### config.mk
export PLATFORM = sky130hd
export DESIGN_NAME = gauss_out_stage_flat
export DESIGN_NICKNAME = d
export VERILOG_FILES = /design/src/rtl/gauss_pkg.sv /design/src/rtl/gauss_out_stage_if.sv /design/src/rtl/gauss_out_fifo.sv /design/src/rtl/gauss_out_stage.sv /design/src/flat_wrapper.sv
export SDC_FILE = /design/constraint.sdc
export NUM_CORES = 1
export LEC_CHECK = 0
export CORE_ASPECT_RATIO = 0.6
export CORE_MARGIN = 2
export CORE_UTILIZATION = 25
export CTS_BUF_LIST = sky130_fd_sc_hd__clkbuf_4 sky130_fd_sc_hd__clkbuf_8
export DETAILED_ROUTE_END_ITERATION = 16
export HOLD_SLACK_MARGIN = 0.1
export PLACE_DENSITY = 0.46
export SLEW_MARGIN = 0
export SYNTH_ARGS = -nofsm -noshare
export SYNTH_HDL_FRONTEND = slang
export SYNTH_SLANG_ARGS = --single-unit
export TNS_END_PERCENT = 20
### constraint.sdc
create_clock -name clk -period 3.1 [get_ports clk]
set_input_delay 0.62 -clock clk [delete_from_list [all_inputs] [get_ports clk]]
set_output_delay 0.62 -clock clk [all_outputs]
set_load 0.02 [all_outputs]
### src/rtl/gauss_pkg.sv
// Shared constants, the output word layout and the normalise/saturate helper
// for the Gaussian kernel output stage.
package gauss_pkg;

  localparam int KERNEL_SHIFT = 4;
  localparam int ROUND_C      = 8;
  localparam int PIX_MAX      = 255;

  typedef struct packed {
    logic [7:0] pix;
    logic       sol;
    logic       eol;
    logic       sof;
    logic       eof;
  } pix_entry_t;

  // Widening to 32 bits keeps sum + ROUND_C exact for any SUM_W up to 31
  function automatic logic [7:0] norm_sat(input logic [31:0] sum);
    logic [31:0] t;
    t = (sum + 32'(ROUND_C)) >> KERNEL_SHIFT;
    return (t > 32'(PIX_MAX)) ? 8'(PIX_MAX) : t[7:0];
  endfunction

endpackage

### src/rtl/gauss_out_stage_if.sv
// Streaming bus of the output stage: raw kernel sums in, tagged pixels out
// with a valid/ready handshake.
interface gauss_out_stage_if #(
  parameter int SUM_W = 15
);

  logic             in_valid;
  logic [SUM_W-1:0] in_sum;
  logic             out_valid;
  logic             out_ready;
  logic [7:0]       out_pix;
  logic             out_sol;
  logic             out_eol;
  logic             out_sof;
  logic             out_eof;

  modport master (
    output in_valid, in_sum, out_ready,
    input  out_valid, out_pix, out_sol, out_eol, out_sof, out_eof
  );

  modport slave (
    input  in_valid, in_sum, out_ready,
    output out_valid, out_pix, out_sol, out_eol, out_sof, out_eof
  );

endinterface

### src/rtl/gauss_out_fifo.sv
// First-word-fall-through FIFO; a write into a full FIFO is accepted only
// when a read frees a slot in the same cycle.
module gauss_out_fifo #(
  parameter int DEPTH = 4,
  parameter int WIDTH = 12
) (
  input  logic                     clk,
  input  logic                     rst,
  input  logic                     wr_en,
  input  logic [WIDTH-1:0]         wr_data,
  input  logic                     rd_en,
  output logic [WIDTH-1:0]         rd_data,
  output logic                     full,
  output logic                     empty,
  output logic [$clog2(DEPTH):0]   count
);

  localparam int PTR_W = $clog2(DEPTH);

  logic [WIDTH-1:0] mem [DEPTH];
  logic [PTR_W-1:0] wr_ptr;
  logic [PTR_W-1:0] rd_ptr;
  logic             do_rd;
  logic             do_wr;

  assign empty   = (count == '0);
  assign full    = (count == (PTR_W+1)'(DEPTH));
  assign do_rd   = rd_en && !empty;
  assign do_wr   = wr_en && (!full || do_rd);
  assign rd_data = mem[rd_ptr];

  // Storage is cleared on reset so the head reads as zero while empty
  always_ff @(posedge clk or posedge rst) begin
    if (rst) begin
      wr_ptr <= '0;
      rd_ptr <= '0;
      count  <= '0;
      for (int i = 0; i < DEPTH; i++) begin
        mem[i] <= '0;
      end
    end else begin
      if (do_wr) begin
        mem[wr_ptr] <= wr_data;
        wr_ptr      <= wr_ptr + PTR_W'(1);
      end
      if (do_rd) begin
        rd_ptr <= rd_ptr + PTR_W'(1);
      end
      case ({do_wr, do_rd})
        2'b10:   count <= count + 1'b1;
        2'b01:   count <= count - 1'b1;
        default: count <= count;
      endcase
    end
  end

endmodule

### src/rtl/gauss_out_stage.sv
// Normalises the 3x3 Gaussian weighted sum to 8-bit pixels, drops border
// samples, tags line/frame boundaries and buffers the result for downstream.
module gauss_out_stage
  import gauss_pkg::*;
#(
  parameter int IMG_W      = 640,
  parameter int IMG_H      = 480,
  parameter int SUM_W      = 15,
  parameter int FIFO_DEPTH = 4
) (
  input  logic               clk,
  input  logic               rst,
  input  logic               sync_clr,
  gauss_out_stage_if.slave   bus,
  output logic               overflow,
  output logic               frame_done
);

  localparam int COL_W = $clog2(IMG_W);
  localparam int ROW_W = $clog2(IMG_H);
  localparam int CNT_W = $clog2(FIFO_DEPTH) + 1;

  logic [COL_W-1:0] col;
  logic [ROW_W-1:0] row;
  logic [COL_W-1:0] cur_col;
  logic [ROW_W-1:0] cur_row;
  logic             last_col;
  logic             last_row;
  logic             keep;
  pix_entry_t       new_entry;

  logic             s1_valid;
  pix_entry_t       s1_entry;

  logic             fifo_wr;
  logic             fifo_rd;
  logic             fifo_full;
  logic             fifo_empty;
  logic [CNT_W-1:0] fifo_count;
  pix_entry_t       head;

  // A sample arriving with sync_clr is placed at (0,0), so it is never kept
  always_comb begin
    cur_col           = sync_clr ? '0 : col;
    cur_row           = sync_clr ? '0 : row;
    last_col          = (cur_col == COL_W'(IMG_W - 1));
    last_row          = (cur_row == ROW_W'(IMG_H - 1));
    keep              = bus.in_valid && (cur_col >= COL_W'(2)) && (cur_row >= ROW_W'(2));
    new_entry.pix     = norm_sat(32'(bus.in_sum));
    new_entry.sol     = (cur_col == COL_W'(2));
    new_entry.eol     = last_col;
    new_entry.sof     = (cur_row == ROW_W'(2)) && (cur_col == COL_W'(2));
    new_entry.eof     = last_row && last_col;
  end

  always_ff @(posedge clk or posedge rst) begin
    if (rst) begin
      col        <= '0;
      row        <= '0;
      frame_done <= 1'b0;
    end else begin
      frame_done <= bus.in_valid && !sync_clr && last_col && last_row;
      if (sync_clr) begin
        col <= '0;
        row <= '0;
      end else if (bus.in_valid) begin
        if (last_col) begin
          col <= '0;
          row <= last_row ? '0 : row + ROW_W'(1);
        end else begin
          col <= col + COL_W'(1);
        end
      end
    end
  end

  always_ff @(posedge clk or posedge rst) begin
    if (rst) begin
      s1_valid <= 1'b0;
      s1_entry <= '0;
    end else begin
      s1_valid <= keep;
      s1_entry <= new_entry;
    end
  end

  // Full FIFO still takes the word when the head is read in the same cycle
  assign fifo_rd = bus.out_ready && (fifo_count != '0);
  assign fifo_wr = s1_valid && (!fifo_full || fifo_rd);

  always_ff @(posedge clk or posedge rst) begin
    if (rst) begin
      overflow <= 1'b0;
    end else if (s1_valid && !fifo_wr) begin
      overflow <= 1'b1;
    end
  end

  gauss_out_fifo #(
    .DEPTH (FIFO_DEPTH),
    .WIDTH ($bits(pix_entry_t))
  ) u_fifo (
    .clk     (clk),
    .rst     (rst),
    .wr_en   (fifo_wr),
    .wr_data (s1_entry),
    .rd_en   (fifo_rd),
    .rd_data (head),
    .full    (fifo_full),
    .empty   (fifo_empty),
    .count   (fifo_count)
  );

  assign bus.out_valid = !fifo_empty;
  assign bus.out_pix   = head.pix;
  assign bus.out_sol   = head.sol;
  assign bus.out_eol   = head.eol;
  assign bus.out_sof   = head.sof;
  assign bus.out_eof   = head.eof;

endmodule

### src/flat_wrapper.sv
// flat-port wrapper written by rule: the top's interface ports become plain ports
module gauss_out_stage_flat import gauss_pkg::*;
#(
  parameter int IMG_W      = 640,
  parameter int IMG_H      = 480,
  parameter int SUM_W      = 15,
  parameter int FIFO_DEPTH = 4
)
  (clk, rst, sync_clr, overflow, frame_done, bus_in_valid, bus_in_sum, bus_out_ready, bus_out_valid, bus_out_pix, bus_out_sol, bus_out_eol, bus_out_sof, bus_out_eof);
  gauss_out_stage_if #(.SUM_W(SUM_W)) bus_i ();
  input  logic clk;
  input  logic rst;
  input  logic sync_clr;
  output logic overflow;
  output logic frame_done;
  input wire logic [$bits(bus_i.in_valid)-1:0] bus_in_valid;
  input wire logic [$bits(bus_i.in_sum)-1:0] bus_in_sum;
  input wire logic [$bits(bus_i.out_ready)-1:0] bus_out_ready;
  output wire logic [$bits(bus_i.out_valid)-1:0] bus_out_valid;
  output wire logic [$bits(bus_i.out_pix)-1:0] bus_out_pix;
  output wire logic [$bits(bus_i.out_sol)-1:0] bus_out_sol;
  output wire logic [$bits(bus_i.out_eol)-1:0] bus_out_eol;
  output wire logic [$bits(bus_i.out_sof)-1:0] bus_out_sof;
  output wire logic [$bits(bus_i.out_eof)-1:0] bus_out_eof;
  assign bus_i.in_valid = bus_in_valid;
  assign bus_i.in_sum = bus_in_sum;
  assign bus_i.out_ready = bus_out_ready;
  assign bus_out_valid = bus_i.out_valid;
  assign bus_out_pix = bus_i.out_pix;
  assign bus_out_sol = bus_i.out_sol;
  assign bus_out_eol = bus_i.out_eol;
  assign bus_out_sof = bus_i.out_sof;
  assign bus_out_eof = bus_i.out_eof;
  gauss_out_stage #(.IMG_W(IMG_W), .IMG_H(IMG_H), .SUM_W(SUM_W), .FIFO_DEPTH(FIFO_DEPTH)) u_core (.clk(clk), .rst(rst), .sync_clr(sync_clr), .bus(bus_i), .overflow(overflow), .frame_done(frame_done));
endmodule
==> metrics, run 1 <==
outcome=finished clean; via count=2683; IO Pins=35; Inserted Clock Buffers=9; drt wl/cell=approximately 15 um; nets=396; Die X=171.9 um; DIE AREA=roughly 18000 um2; fillers=1671; antenna violations before repair=0; Max clock buf depth=2; Pins Over Slew Limit=0; end of the worst hold path=u_core.u_fifo.count[2]; largest net degree at the start of global routing=51; Clock Latency Late Sink=350 ps; CP peak stage delay=590 ps; ys async rst share=100.0%; Final Setup Violations=0; antenna-violating nets left=0; Worst EP arrival=2130 ps; share of layout cells above drive strength 1=~25%; clock sinks=89; R2R setup slack=1020 ps; crit end category=primary output; row count=36; Core ar.=16400 um2; DP HPWL=roughly 6300 um; Post-synth top flop=dfrtp_1; Starting DRT DRC Count=roughly 170; leakage=2.205 nW; H-tree depth=3; total power draw=~0.0027 W; TritonCTS clock tree=built; Slew HR=60.91%; mean post-synth cell area=12.78 um2; worst-path fanout max=14; Synth cell types=50; yosys warns=0; Startpoint Class=register; RSZ-0062 raised after global routing=no; min Tclk post-route=~2800 ps; Register-to-Register Path Depth=9; fin cells=599; synthesized cell area=between 4000 and 5000 um2; CP max stage cell=mux4_2; initial core utilization=25.80%; final non-filler cell area=5016 um2; Remaining DRCs=0; net count after synthesis=360; Setup TNS=0 ps; worst-margin pin slew=578.1 ps; Final Skew=8.280 ps; post-synthesis sequential area ratio=a little over half; Post-Syn Instances=331; area added between synthesis and finish=18.57%; GRT Residual Overflow=0; Max IR drop VDD=roughly 0.17 mV; clock slew at the register clock pins of the worst setup and hold paths=80 ps; fmax=363.0 MHz; Post-synth EDFFs=0; PortBufs=31; reg2reg end=u_core.u_fifo.count[2]; crit path kind=register to primary output; GPL Wtd Cong=0.7784; final worst path period share=88.86%; vias in the first global route=2815; Crit path required time=2480 ps; Die H=104.8 um; Final Hold Vio Count=0; critical-path cell list=buf_4 > mux4_2 > clkdlybuf4s50_1; # Max-Cap Violations=0; buffer count from post-CTS setup fixing=0; Clock Root Buffer=clkbuf_8; vias per cell=4.479; Synth Register Bits=between 80 and 90; hold path depth=1; hold_sp=u_core.u_fifo.count[2]; GRT Overall Usage=10.93%; DRT Pass-1 Iters=5; first-pass GRT wire length=15040 um; P per Cell Area=540.6 nW/um2; number of cells after detailed placement=584; n_diodes=0; Hold Buf Count CTS=0; Hold WC Path Type=register to register; Placed Area=4802 um2; cts repair resizes=0; FF-to-FF Start=u_core.u_fifo.count[0]; Total Wirelength=9076 um
## final cells by class
type | instances | area (um2) | area share [%]
Clock buffer | 13 | 178.9 | 3.567
Timing Repair Buffer | 38 | 375.4 | 7.483
Multi-Input combinational cell | 214 | 1857 | 37.02
Sequential cell | 89 | 2227 | 44.40
Inverter | 15 | 57.56 | 1.147
Tap cell | 228 | 285.3 | 5.687
Clock inverter | 2 | 35.03 | 0.6984
## synth_stat cells (2+ instances only)
library cell / instances / area, um2
nor4b_1: 3 / 26.28
ha_1: 8 / 100.1
inv_1: 14 / 52.55
o211ai_1: 2 / 15.01
nand3_2: 2 / 20.02
mux4_2: 12 / 270.3
nor2_1: 18 / 67.56
and3_1: 5 / 31.28
buf_6: 4 / 45.04
a32oi_1: 2 / 17.52
a22oi_1: 2 / 15.01
nand2_1: 21 / 78.83
mux2_2: 48 / 540.5
or3_1: 3 / 18.77
mux2i_1: 4 / 40.04
or4_1: 2 / 15.01
xnor2_1: 10 / 87.58
nor4_1: 3 / 18.77
nand2_2: 4 / 25.02
o31ai_1: 4 / 30.03
dfrtp_1: 89 / 2227
o21ai_0: 6 / 30.03
and4_1: 2 / 17.52
buf_2: 6 / 30.03
nand4_1: 3 / 18.77
nor2b_1: 2 / 12.51
nand3_1: 13 / 65.06
a21oi_1: 3 / 15.01
xor2_1: 10 / 87.58
o2111ai_1: 2 / 17.52
nor3_1: 5 / 25.02
## stage by stage
stage	setup slack, ps	utilization, %	hold slack [ps]
after floorplan	173.1	-	441.9
after global placement	420.4	29.29	447.0
after detailed placement	405.7	29.29	465.4
after CTS	282.3	30.59	484.6
after global routing	207.1	30.59	505.7
final	345.3	30.59	481.0
## registers in the layout (all words and copies together), names as in the netlist
signal and count:
u_core.u_fifo.mem 48, u_core.s1_entry 12, u_core.col 10, u_core.row 9, u_core.u_fifo.count 3, u_core.u_fifo.rd_ptr 2
u_core.u_fifo.wr_ptr 2, u_core.frame_done 1, u_core.overflow 1, u_core.s1_valid 1
## cell usage in the layout (no fill, tap or decap), types with 3 or more instances in the layout
cell type        Yosys  layout
buf_4                1       6
nor4b_1              3       3
xnor2_1             10      10
nor3_1               5       5
mux2_2              48      48
nand3_1             13      13
clkbuf_8             0      13
clkdlybuf4s50_1      0      31
nand2_1             21      21
nor2_1              18      18
mux2i_1              4       4
o31ai_1              4       4
inv_1               14      13
nand4_1              3       3
o21ai_0              6       6
nand2_2              4       4
a21oi_1              3       3
xor2_1              10      10
or3_1                3       3
mux4_2              12      12
and3_1               5       5
ha_1                 8       8
nor4_1               3       3
dfrtp_1             89      89
## kinds of logic (layout without fill, tap and decap cells)
logic type                 Yosys count  count (layout)  share of synthesized area, %
muxes                               64              64                         20.11
and+or+nand+nor                     94              94                         12.42
AOI/OAI and AO/OA                   27              27                         4.378
adders and majority gates            9               9                         2.840
DFF                                 89              89                         52.65
xor gates and xnor gates            20              20                         4.141
buffers and inverters               28              68                         3.460
## routing by layer
metal  global-route usage (%)  vias up  part of all wire, %
met4                    3.421        0                  1.3
li1                         -     1261                    -
met3                    3.144       10                  3.4
met5                        0        -                    0
met2                    15.17       39                   42
met1                    16.23     1373                   53
## worst max-delay path: cells and delay by family, from the launching register on
family   cells  cell delay, ps
buf+inv      2             850
mux          1             590
flops        1             330
## worst max-delay path by stage
stage | from | slack [ps] | endpoint | cells past startpoint
finish | u_core.u_fifo.rd_ptr[0] | 350 | bus_out_pix[2] | 3
global route | u_core.u_fifo.rd_ptr[0] | 210 | bus_out_pix[2] | 3
CTS | u_core.u_fifo.rd_ptr[0] | 280 | bus_out_pix[2] | 3
detailed placement | bus_out_ready | 410 | u_core.u_fifo.count[2] | 10
global placement | bus_out_ready | 420 | u_core.u_fifo.count[2] | 10
floorplan | rst | 170 | u_core.col[0] | 1
## power by group
group	internal (W)	leakage (nW)	switching, W
registers	0.00125	1.18	0.0000602
logic	0.000266	0.916	0.000287
clock network	0.000455	0.112	0.000391
Note: power is estimated with default switching activity, not from simulation.
==> inputs of run 2 (changes only) <==
--- a/config.mk
+++ b/config.mk
@@ -11,6 +11,7 @@
 export CTS_BUF_LIST = sky130_fd_sc_hd__clkbuf_4 sky130_fd_sc_hd__clkbuf_8
 export DETAILED_ROUTE_END_ITERATION = 16
 export HOLD_SLACK_MARGIN = 0.1
+export MAX_ROUTING_LAYER = met4
 export PLACE_DENSITY = 0.46
 export SLEW_MARGIN = 0
 export SYNTH_ARGS = -nofsm -noshare
==> metrics, run 2 (synthesis gave the netlist of run 1 again) <==
met1 WL=approximately 4900 um; Final Skew=slightly above 8 ps; worst-margin pin slew=between 500 and 600 ps; clock slew at the register clock pins of the worst setup and hold paths=~80 ps; vias per cell=4.464; PortBufs=31; DP HPWL=around 6300 um; R2R setup slack=1030 ps; largest net degree at the start of global routing=51; row count=36; fin cells=599; number of cells after detailed placement=584; P per Cell Area=~540 nW/um2; Inserted Clock Buffers=9; Remaining DRCs=0; highest routed metal layer=met4; Top reg by flops=u_core.u_fifo.mem; Final Hold Vio Count=0; final worst path period share=88.57%; buffer count from post-CTS setup fixing=0; first-pass GRT wire length=15060 um; TritonCTS clock tree=built; worst-path fanout max=14; Clock Root Buffer=clkbuf_8; vias in the first global route=between 2000 and 3000; total power draw=0.002708 W; outcome=finished clean; cts repair resizes=0; Crit path required time=about 2500 ps; crit path kind=register to primary output; initial core utilization=25.80%; hold path depth=1; smallest hold slack=about 480 ps; DRT Pass-1 Iters=4; min Tclk post-route=about 2700 ps; FF-to-FF Start=u_core.u_fifo.count[0]; Core ar.=about 16000 um2; DIE AREA=18010 um2; antenna-violating nets left=0; met2 WL=~3800 um; n_diodes=0; leakage=roughly 2.2 nW; share of layout cells above drive strength 1=25.34%; largest registers=u_core.u_fifo.mem (48), u_core.s1_entry (12), u_core.col (10); Die X=171.9 um; Register-to-Register Path Depth=9; GRT Residual Overflow=0; # Max-Cap Violations=0; commonest non-fill, non-tap cell in the layout=dfrtp_1; hold_sp=u_core.u_fifo.count[2]; H-tree depth=3; RSZ-0062 raised after global routing=no; nets=396; crit end category=primary output; drt wl/cell=15.08 um; fmax=364.2 MHz; Startpoint Class=register; area added between synthesis and finish=18.57%; metal3 WL=278 um; fillers=between 1500 and 2000; Hold Buf Count CTS=0; max FFs per register=48; Setup TNS=0 ps; GPL Wtd Cong=around 0.8; most frequent cells in the layout=89 x dfrtp_1, 48 x mux2_2, 31 x clkdlybuf4s50_1; Pins Over Slew Limit=0; Clock Latency Late Sink=~350 ps; Worst EP arrival=2130 ps; via count=2674; Hold WC Path Type=register to register; Max clock buf depth=2; antenna violations before repair=0; Max IR drop VDD=approximately 0.17 mV; reg2reg end=u_core.u_fifo.count[2]; end of the worst hold path=u_core.u_fifo.count[2]; IO Pins=35; Slew HR=60.84%; Total Wirelength=roughly 9000 um; Die H=104.8 um; Final Setup Violations=0; GRT Overall Usage=11.26%; Starting DRT DRC Count=182; clock sinks=89
-- run 2: through the flow --
step | util, % | instance area (um2) | worst slack (ps)
2_1_floorplan | - | 4230 | 173.1
3_3_place_gp | 29.29 | 4802 | 420.4
3_5_place_dp | 29.29 | 4802 | 405.7
4_1_cts | 30.59 | 5016 | 282.3
5_1_grt | 30.59 | 5016 | 205.5
6_report | 30.59 | 5016 | 354.4
-- run 2: power by group --
part           total, W  switching, W  internal, W  leakage, nW
Sequential      0.00131     0.0000601      0.00125         1.18
Combinational  0.000552      0.000286     0.000266        0.916
Clock          0.000845      0.000389     0.000456        0.112
-- run 2: worst max path at each step --
stage,start,depth (start not counted),slack (ps),endpoint
after floorplan,rst,1,170,u_core.col[0]
after detailed placement,bus_out_ready,10,410,u_core.u_fifo.count[2]
final,u_core.u_fifo.rd_ptr[0],3,350,bus_out_pix[2]
after CTS,u_core.u_fifo.rd_ptr[0],3,280,bus_out_pix[2]
after global placement,bus_out_ready,10,420,u_core.u_fifo.count[2]
after global routing,u_core.u_fifo.rd_ptr[0],3,210,bus_out_pix[2]
-- run 2: area by class of cell --
type | count | area, um2 | area share (%)
clock buffer | 13 | 178.9 | 3.567
clock inverter | 2 | 35.03 | 0.6984
tap | 228 | 285.3 | 5.687
multi-input combinational | 214 | 1857 | 37.02
timing repair buffer | 38 | 375.4 | 7.483
inverter | 15 | 57.56 | 1.147
sequential | 89 | 2227 | 44.40
-- run 2: layer usage --
layer / track usage (%) / up-vias
met3: 3.371 / 7
met1: 16.25 / 1366
li1: - / 1262
met4: 3.061 / 0
met2: 15.17 / 39
met5: - / -
-- run 2: critical path: stages, from the launching register on --
cell and delay (ps):
dfrtp_1 330, buf_4 290, mux4_2 590, clkdlybuf4s50_1 560
==> inputs of run 3 (changes only) <==
--- a/config.mk
+++ b/config.mk
@@ -5,6 +5,7 @@
 export SDC_FILE = /design/constraint.sdc
 export NUM_CORES = 1
 export LEC_CHECK = 0
+export CAP_MARGIN = 20
 export CORE_ASPECT_RATIO = 0.6
 export CORE_MARGIN = 2
 export CORE_UTILIZATION = 25
==> results of run 3 <==
Final layout, timing and power as in run 2 (identical DEF).
